==> src/rtl/cu_pkg.sv <==
// Shared definitions for the phase-1 control unit: opcodes, ALU codes, IR fields, states.
// The T6 state exists only when CU_MULDIV_EN is defined.
package cu_pkg;

  localparam int OP_HI = 31;
  localparam int OP_LO = 27;
  localparam int RA_HI = 26;
  localparam int RA_LO = 23;
  localparam int RB_HI = 22;
  localparam int RB_LO = 19;
  localparam int RC_HI = 18;
  localparam int RC_LO = 15;

  localparam logic [4:0] OP_ADD  = 5'b00100;
  localparam logic [4:0] OP_SUB  = 5'b00101;
  localparam logic [4:0] OP_AND  = 5'b00110;
  localparam logic [4:0] OP_OR   = 5'b00111;
  localparam logic [4:0] OP_SHR  = 5'b01000;
  localparam logic [4:0] OP_SHL  = 5'b01001;
  localparam logic [4:0] OP_MUL  = 5'b01110;
  localparam logic [4:0] OP_DIV  = 5'b01111;
  localparam logic [4:0] OP_NOP  = 5'b11010;
  localparam logic [4:0] OP_HALT = 5'b11011;

  localparam logic [3:0] ALU_NONE = 4'h0;
  localparam logic [3:0] ALU_ADD  = 4'h1;
  localparam logic [3:0] ALU_SUB  = 4'h2;
  localparam logic [3:0] ALU_AND  = 4'h3;
  localparam logic [3:0] ALU_OR   = 4'h4;
  localparam logic [3:0] ALU_SHR  = 4'h5;
  localparam logic [3:0] ALU_SHL  = 4'h6;
  localparam logic [3:0] ALU_MUL  = 4'h7;
  localparam logic [3:0] ALU_DIV  = 4'h8;

  typedef enum logic [3:0] {
    ST_RESET,
    ST_T0,
    ST_T1,
    ST_T2,
    ST_T3,
    ST_T4,
    ST_T5,
`ifdef CU_MULDIV_EN
    ST_T6,
`endif
    ST_HALT
  } state_t;

  function automatic logic [3:0] alu_code(input logic [4:0] op);
    logic [3:0] code;
    code = ALU_NONE;
    case (op)
      OP_ADD:  code = ALU_ADD;
      OP_SUB:  code = ALU_SUB;
      OP_AND:  code = ALU_AND;
      OP_OR:   code = ALU_OR;
      OP_SHR:  code = ALU_SHR;
      OP_SHL:  code = ALU_SHL;
      OP_MUL:  code = ALU_MUL;
      OP_DIV:  code = ALU_DIV;
      default: code = ALU_NONE;
    endcase
    return code;
  endfunction

endpackage

==> src/rtl/reg_select.sv <==
// Turns the IR register fields plus Gra/Grb/Grc and Rin/Rout into one-hot
// R0-R15 load and bus-drive enables; all-zero whenever no field is selected.
module reg_select (
  input  logic [3:0]  ra_i,
  input  logic [3:0]  rb_i,
  input  logic [3:0]  rc_i,
  input  logic        gra_i,
  input  logic        grb_i,
  input  logic        grc_i,
  input  logic        rin_i,
  input  logic        rout_i,
  output logic [15:0] reg_in_o,
  output logic [15:0] reg_out_o
);

  logic [3:0] sel;
  logic       any_sel;

  always_comb begin
    sel     = 4'd0;
    any_sel = 1'b0;
    if (gra_i) begin
      sel     = ra_i;
      any_sel = 1'b1;
    end else if (grb_i) begin
      sel     = rb_i;
      any_sel = 1'b1;
    end else if (grc_i) begin
      sel     = rc_i;
      any_sel = 1'b1;
    end
  end

  assign reg_in_o  = (rin_i  && any_sel) ? (16'h0001 << sel) : 16'h0000;
  assign reg_out_o = (rout_i && any_sel) ? (16'h0001 << sel) : 16'h0000;

endmodule

==> src/rtl/control_unit.sv <==
// Moore sequencer driving the phase-1 datapath strobes, with start/stop and a retired counter.
// Define CU_MULDIV_EN to decode MUL/DIV (adds T6 and the HI/LO/ZHigh strobes).
module control_unit
  import cu_pkg::*;
#(
  parameter int CNT_W = 16
) (
  input  logic             clock,
  input  logic             clear,
  input  logic [31:0]      ir,
  input  logic             start,
  input  logic             stop,
  output logic             PCout,
  output logic             PCin,
  output logic             IncPC,
  output logic             MARin,
  output logic             Read,
  output logic             MDRin,
  output logic             MDRout,
  output logic             IRin,
  output logic             Yin,
  output logic             ZLowIn,
  output logic             ZHighIn,
  output logic             ZLowOut,
  output logic             ZHighOut,
  output logic             LOin,
  output logic             HIin,
  output logic [3:0]       alu_op,
  output logic [15:0]      reg_in,
  output logic [15:0]      reg_out,
  output logic             run,
  output logic             illegal,
  output logic [CNT_W-1:0] retired
);

  state_t           state_q, state_d;
  logic             stop_seen_q, stop_seen_d;
  logic [CNT_W-1:0] retired_q, retired_d;

  logic [4:0] opcode;
  logic       op_alu, op_md, op_nop, op_halt, op_ill;
  logic       last, gra, grb, grc, rin, rout;
  logic       ir_unused;

  assign opcode    = ir[OP_HI:OP_LO];
  assign ir_unused = ^ir[RC_LO-1:0];

  assign op_alu  = (opcode >= OP_ADD) && (opcode <= OP_SHL);
`ifdef CU_MULDIV_EN
  assign op_md   = (opcode == OP_MUL) || (opcode == OP_DIV);
`else
  assign op_md   = 1'b0;
`endif
  assign op_nop  = (opcode == OP_NOP);
  assign op_halt = (opcode == OP_HALT);
  assign op_ill  = !(op_alu || op_md || op_nop || op_halt);

  always_comb begin
    last = 1'b0;
    case (state_q)
      ST_T3:   last = !(op_alu || op_md);
      ST_T5:   last = !op_md;
`ifdef CU_MULDIV_EN
      ST_T6:   last = 1'b1;
`endif
      default: last = 1'b0;
    endcase
  end

  // A stop seen in any cycle of the instruction (including the last one) ends in HALT.
  always_comb begin
    state_d     = state_q;
    stop_seen_d = 1'b0;
    retired_d   = retired_q + {{(CNT_W-1){1'b0}}, last};
    if (run)
      stop_seen_d = last ? 1'b0 : (stop_seen_q || stop);
    if (last) begin
      state_d = (stop_seen_q || stop || op_halt) ? ST_HALT : ST_T0;
    end else begin
      case (state_q)
        ST_RESET: state_d = ST_T0;
        ST_T0:    state_d = ST_T1;
        ST_T1:    state_d = ST_T2;
        ST_T2:    state_d = ST_T3;
        ST_T3:    state_d = ST_T4;
        ST_T4:    state_d = ST_T5;
`ifdef CU_MULDIV_EN
        ST_T5:    state_d = ST_T6;
`endif
        ST_HALT:  state_d = (start && !stop) ? ST_T0 : ST_HALT;
        default:  state_d = ST_RESET;
      endcase
    end
  end

  always_ff @(posedge clock or posedge clear) begin
    if (clear) begin
      state_q     <= ST_RESET;
      stop_seen_q <= 1'b0;
      retired_q   <= '0;
    end else begin
      state_q     <= state_d;
      stop_seen_q <= stop_seen_d;
      retired_q   <= retired_d;
    end
  end

  assign run     = (state_q != ST_RESET) && (state_q != ST_HALT);
  assign retired = retired_q;

  always_comb begin
    PCout = 1'b0; PCin = 1'b0; IncPC = 1'b0; MARin = 1'b0; Read = 1'b0;
    MDRin = 1'b0; MDRout = 1'b0; IRin = 1'b0; Yin = 1'b0; ZLowIn = 1'b0;
    ZHighIn = 1'b0; ZLowOut = 1'b0; ZHighOut = 1'b0; LOin = 1'b0; HIin = 1'b0;
    alu_op = ALU_NONE; illegal = 1'b0;
    gra = 1'b0; grb = 1'b0; grc = 1'b0; rin = 1'b0; rout = 1'b0;
    case (state_q)
      ST_T0: begin
        PCout = 1'b1; MARin = 1'b1; IncPC = 1'b1; ZLowIn = 1'b1;
      end
      ST_T1: begin
        ZLowOut = 1'b1; PCin = 1'b1; Read = 1'b1; MDRin = 1'b1;
      end
      ST_T2: begin
        MDRout = 1'b1; IRin = 1'b1;
      end
      ST_T3: begin
        if (op_alu || op_md) begin
          grb = 1'b1; rout = 1'b1; Yin = 1'b1;
        end
        illegal = op_ill;
      end
      ST_T4: begin
        grc = 1'b1; rout = 1'b1; ZLowIn = 1'b1;
        alu_op = alu_code(opcode);
`ifdef CU_MULDIV_EN
        ZHighIn = op_md;
`endif
      end
      ST_T5: begin
        ZLowOut = 1'b1;
`ifdef CU_MULDIV_EN
        LOin = op_md;
`endif
        gra = !op_md; rin = !op_md;
      end
`ifdef CU_MULDIV_EN
      ST_T6: begin
        ZHighOut = 1'b1; HIin = 1'b1;
      end
`endif
      default: ;
    endcase
  end

  reg_select u_reg_select (
    .ra_i      (ir[RA_HI:RA_LO]),
    .rb_i      (ir[RB_HI:RB_LO]),
    .rc_i      (ir[RC_HI:RC_LO]),
    .gra_i     (gra),
    .grb_i     (grb),
    .grc_i     (grc),
    .rin_i     (rin),
    .rout_i    (rout),
    .reg_in_o  (reg_in),
    .reg_out_o (reg_out)
  );

endmodule

==> config.mk <==
export PLATFORM = sky130hd
export DESIGN_NAME = control_unit
export DESIGN_NICKNAME = d
export VERILOG_FILES = /design/src/rtl/cu_pkg.sv /design/src/rtl/reg_select.sv /design/src/rtl/control_unit.sv
export SDC_FILE = /design/constraint.sdc
export NUM_CORES = 1
export LEC_CHECK = 0
export CORE_MARGIN = 2
export CORE_UTILIZATION = 35
export DETAILED_ROUTE_END_ITERATION = 16
export GPL_TIMING_DRIVEN = 0
export PLACE_DENSITY = 0.81
export SETUP_SLACK_MARGIN = 0.2
export SLEW_MARGIN = 20
export SYNTH_ARGS = -nofsm -noshare
export SYNTH_HDL_FRONTEND = slang
export SYNTH_SLANG_ARGS = --single-unit
==> constraint.sdc <==
create_clock -name clock -period 4.3 [get_ports clock]
set_clock_uncertainty 0.05 [all_clocks]
set_input_delay 1.075 -clock clock [delete_from_list [all_inputs] [get_ports clock]]
set_output_delay 1.075 -clock clock [all_outputs]
set_load 0.01 [all_outputs]
Yosys cells after proc, flatten, opt, wreduce, memory -nomap -nowiden
Memories as Yosys holds them, arrays and structs flattened.
Index checks and enable logic that the tools add are counted.
{ "op_classes": {"bitwise": 0, "eq_ne": 10, "shifts": 1, "div": 0, "n_addsub": 1, "muxes": 28, "mul": 0, "order_cmp": 2, "n_reduce_logical": 16} }
{ "op_table": {"columns": ["operator", "n"], "rows": [
  ["16-bit 2-to-1 mux", 2],
  ["4-bit 2-to-1 mux", 6],
  ["3-bit one-hot mux with 7 select lines", 1],
  ["16-bit by 1-bit adder with 16-bit output", 1],
  ["4-bit by 3-bit == test with 1-bit output (second input constant)", 4],
  ["1-bit by 4-bit left shift with 16-bit output (first input constant)", 1],
  ["1-bit 2-to-1 mux", 15],
  ["5-bit == test (second input constant)", 2],
  ["4-bit by 2-bit == test with 1-bit output (second input constant)", 2],
  ["3-bit 2-to-1 mux", 2],
  ["5-bit by 3-bit greater-or-equal comparator with 1-bit output (second input constant)", 1],
  ["5-bit by 4-bit <= comparator with 1-bit output (second input constant)", 1],
  ["1-bit logical AND", 5],
  ["4-bit by 1-bit == test with 1-bit output (second input constant)", 1],
  ["4-bit logical NOT", 1],
  ["1-bit logical OR", 4],
  ["4-bit by 3-bit inequality test with 1-bit output (second input constant)", 1],
  ["1-bit one-hot mux with 2 select lines", 2],
  ["4-bit nonzero test", 1],
  ["2-bit OR reduction", 2],
  ["1-bit logical NOT", 3]
]} }
{ "totals": {"romBits": 64, "memories": 1, "register_bits": 21, "ram_bits": 0, "latchBits": 0} }
{ "memory_table": {"columns": ["name", "depth", "word_bits", "rd", "rd_clocked_by_memory_dff", "wr", "line_no", "rtl"], "rows": [
  ["(no name shown)", 16, 4, 1, 0, 0, "cu_pkg.sv:52", "case (op)"]
]} }

Depth between registers and ports, before layout
{ "depth": {"word_depth": 8, "depth_mapped": 12} }

Modules after synthesis
Synthesis repeated with hierarchy kept, for this count alone.
{ "hier_totals": {"hier_cells": 208, "hier_area_um2": 1614.0} }
{ "by_module_without_submodules": {"columns": ["mod", "seq_area_each_um2", "n_inst", "cells_per_inst", "area_per_inst_um2"], "rows": [
  ["control_unit", 500.5, 1, 139, 1265.0],
  ["reg_select", 0.0, 1, 69, 349.1]
]} }

Worst setup path before layout
No wires, ideal clock.
{ "synth_timing": {"path_type": "input to output", "from": "in ir[30]", "to": "out reg_in[12]", "n_path_buf": 2, "path_stages": 7, "required_time_ps": 3175, "arrival_ps": 2622, "slack_ps": 553, "cell_sequence": "buf_4 xnor2_1 a311oi_2 a32oi_1 or4_1 buf_2 nor2_1"} }
{ "synth_via": {"elab_chain_len": 8} }
{ "synth_rtl": {"columns": ["item", "line_no", "rtl"], "rows": [
  ["start, declared", "control_unit.sv:10", "input logic [31:0] ir,"],
  ["5-bit by 3-bit greater-or-equal comparator with 1-bit output or 5-bit by 4-bit <= comparator with 1-bit output (tied branches)", "control_unit.sv:48", "assign op_alu = (opcode >= OP_ADD) && (opcode <= OP_SHL);"],
  ["1-bit logical AND *", "control_unit.sv:48", null],
  ["1-bit 2-to-1 mux *", "control_unit.sv:128", "if (op_alu || op_md) begin"],
  ["1-bit 2-to-1 mux *", "control_unit.sv:117", "case (state_q)"],
  ["4-bit 2-to-1 mux or 1-bit 2-to-1 mux (tied branches)", "reg_select.sv:25", "end else if (grb_i) begin"],
  ["4-bit 2-to-1 mux or 1-bit 2-to-1 mux (tied branches)", "reg_select.sv:22", "if (gra_i) begin"],
  ["1-bit by 4-bit left shift with 16-bit output or 1-bit logical AND (tied branches)", "reg_select.sv:34", "assign reg_in_o = (rin_i && any_sel) ? (16'h0001 << sel) : 16'h0000;"],
  ["16-bit 2-to-1 mux *", "reg_select.sv:34", null],
  ["end, declared", "control_unit.sv:29", "output logic [15:0] reg_in,"]
]} }
Mark *: on every way between the ends. The rest lies on a longest branch, timed or not.

Worst setup path in the final report
{ "layout_timing": {"from": "in ir[28]", "to": "out reg_in[15]"} }
The elaborated chain is that of the path after synthesis.

==> results.toml <==
[run_status]
outcome = "complete, no violations"

[clock_network]
tritoncts = "yes"
htreeDepth = 1
clkSinkCount = 20
clk_latency_ns = 0.26
cts_root_buf = "clkbuf_8"
cts_buffers = 3
holdBufCountCts = 0
cts_buffer_depth = 2
path_clk_slew_ns = 0.08

[yosys]
synth-compound-area-share_pct = 15.69
synthTopCellsByArea = "dfrtp_1 (32%), nor2_1 (11%), xnor2_1 (7.2%)"
synth_edf_count = 0
synth_area_per_cell_um2 = 7.815
ys_types = 43
synth_most_common_cell = "nor2_1"
yosys-top-cells-count = "nor2_1 (47), dfrtp_1 (20), xnor2_1 (13), nand2_1 (11)"
synth_top_family_by_area = "simple AND/OR/NAND/NOR gates"
synth-simple-area-share_pct = 29.18
synth-xor-area-share_pct = 8.281
synth-main-ff-cell = "dfrtp_1"
synth_top_area_share_pct = 31.55
ys_ff_latch = 20
synthArstFlopShare_pct = 100.0
syn_area_um2 = 1587
syn_inst = 203
synthAdderAreaFrac_pct = 5.521
muxShareOfSynthArea_pct = 0
synth_seq_area_share_pct = 31.55
synth_top_area_cell = "dfrtp_1"
yosysWarningCount = 0

[die]
die_area_um2 = 5087
num_io_pins = 105
core-area_um2 = 4354
start_util_pct = 36.44
fp.dieH_um = 71.33
rows = 24
die_x_um = 71.33

[route]
drt_iter0_markers = 125
dr.pass1.iters = 4
drc = 0
vias_per_cell = 5.051
route.antenna.remaining_nets = 0
wl_per_cell_um = 13.39
vias = 1773
finalWirelength_um = 4699

[critical_path]
cp_max_fo = 8
critPathLaunchType = "primary input"
cp_data_required_time_ns = 3.17
r2r_slack_ns = 1.61
cp_cell_sequence = "buf_8 -> or2_4 -> a311oi_4 -> buf_4 -> a32oi_4 -> or4_4 -> buf_6 -> nor2_2 -> buf_2"
max_stage_delay_ns = 0.55
critical_path_class = "in2out"
crit_end = "reg_in[15]"
ff2ff_path_depth = 10
reg2reg_from = "state_q[0]$_DFF_PP0_"
worstSetupEndpointType = "output port"
worst_path_max_delay_cell = "or4_4"
critPathLaunch = "ir[28]"
r2r-end = "retired[12]$_DFF_PP0_"
crit_arrival_ns = 3.01

[timing]
finalSetupViolations = 0
final_hold_viol_count = 0
hold_ws_ns = 0.4176
fmax_mhz = 241.7
tightest_slew_ns = 0.7739
maxSlewHeadroom_pct = 48.35
period_needed_ns = 4.137
rsz0062_at_grt = "true"
drv_slew = 0
post-route-period-util_pct = 96.20
setup_ws_ns = 0.1632

[cells_and_area]
fill_cells = 369
fin_area_um2 = 2605
drive_gt1_share_pct = 21.40
nNetsFinal = 343
area_growth_pct = 64.20
post-route-util_pct = 59.83
diodes = 0

[job]
drv.max_cap_violation_count = 0

[power]
power.density_nw_per_um2 = 485.1
power_mw = 1.264
leakagePower_nw = 1.175
vdd_drop_max_mv = 0.2709

[placement]
place.gp.congestion = 0.7711
hpwl_um = 3633
placed_area_um2 = 2494
portBuffers = 83
dpl_worst_slack_ns = -0.5360

[global_route]
grt_use_total_pct = 17.68
grt_max_degree = 21
antenna_found_initial = 0
first_global_vias = 1604
grt_overflow = 0
grt_pass1_wl_um = 7500

[min_path]
min_from = "retired[15]$_DFF_PP0_"
hold_class = "reg2reg"
-- sequential cells by signal, indices dropped and copies added (netlist names) --
signal and flops:
state_q 3, stop_seen_q 1, retired 16
-- cell usage in the layout, fill, tap and decap left out, types with 7 or more instances in the layout --
| cell type | instances |
|---|---|
| clkdlybuf4s50_1 | 54 |
| nor2_1 | 44 |
| dfrtp_1 | 20 |
| buf_4 | 16 |
| xnor2_1 | 13 |
| clkbuf_2 | 13 |
| nand2_1 | 11 |
| buf_2 | 10 |
| inv_1 | 9 |
| nand3_1 | 7 |
| ha_1 | 7 |
-- report_power, final --
part           total (mW)  internal [mW]  switching (mW)
sequential          0.282          0.237          0.0452
clock               0.188          0.124          0.0636
combinational       0.794          0.382           0.412
-- metal layers --
metal | routed length [um] | part of all wire, % | global-route usage, % | vias up
met1 | 2088 | 44 | 24.19 | 840
li1 | - | - | - | 874
met4 | 46 | 0.98 | 5.031 | 0
met5 | 0 | 0 | 0 | -
met2 | 2365 | 50 | 29.01 | 53
met3 | 198 | 4.2 | 2.672 | 6
-- cell type report --
cell class,instances,area (um^2),share of cell area (%)
Buffer,19,126.4,4.851
Multi-Input combinational cell,157,1035,39.72
Clock buffer,3,41.29,1.585
Timing Repair Buffer,89,769.5,29.54
Tap cell,52,65.06,2.498
Sequential cell,20,500.5,19.21
Inverter,10,37.54,1.441
Clock inverter,1,30.03,1.153
-- worst min path at each step --
stage	to	slack [ns]	depth (start not counted)
after floorplan	retired[15]$_DFF_PP0_	0.46	1
after global placement	retired[15]$_DFF_PP0_	0.41	1
after detailed placement	retired[15]$_DFF_PP0_	0.42	1
after CTS	retired[15]$_DFF_PP0_	0.43	1
after global routing	retired[15]$_DFF_PP0_	0.47	1
final	retired[15]$_DFF_PP0_	0.42	1
-- kinds of logic (layout without fill, tap and decap cells) --
| kind of cell | after synthesis | after routing |
|---|---|---|
| xor gates and xnor gates | 15 | 15 |
| DFF | 20 | 20 |
| other | 1 | 4 |
| and+or+nand+nor | 98 | 98 |
| AOI/OAI and AO/OA | 33 | 33 |
| adders and majority gates | 7 | 7 |
| buffers and inverters | 29 | 122 |
-- repair_timing --
| item | 4_1_cts | 5_1_grt |
|---|---|---|
| gates resized for setup | 72 | 41 |
| buffers inserted | 3 | 3 |
| setup endpoints to repair | 34 | 30 |
| pin swaps | 6 | 9 |
-- per-stage QoR --
stage	instances	TNS (ns)
after floorplan	206	0
after global placement	341	-13.10
after detailed placement	341	-13.91
after CTS	348	0
after global routing	351	0
final	351	0
-- worst max-delay path, delay by kind of cell --
family | cells | cell delay [ns]
compound gates | 2 | 0.45
buf+inv | 4 | 0.57
simple gates | 3 | 0.90
Power figures use the tool's default switching activity.
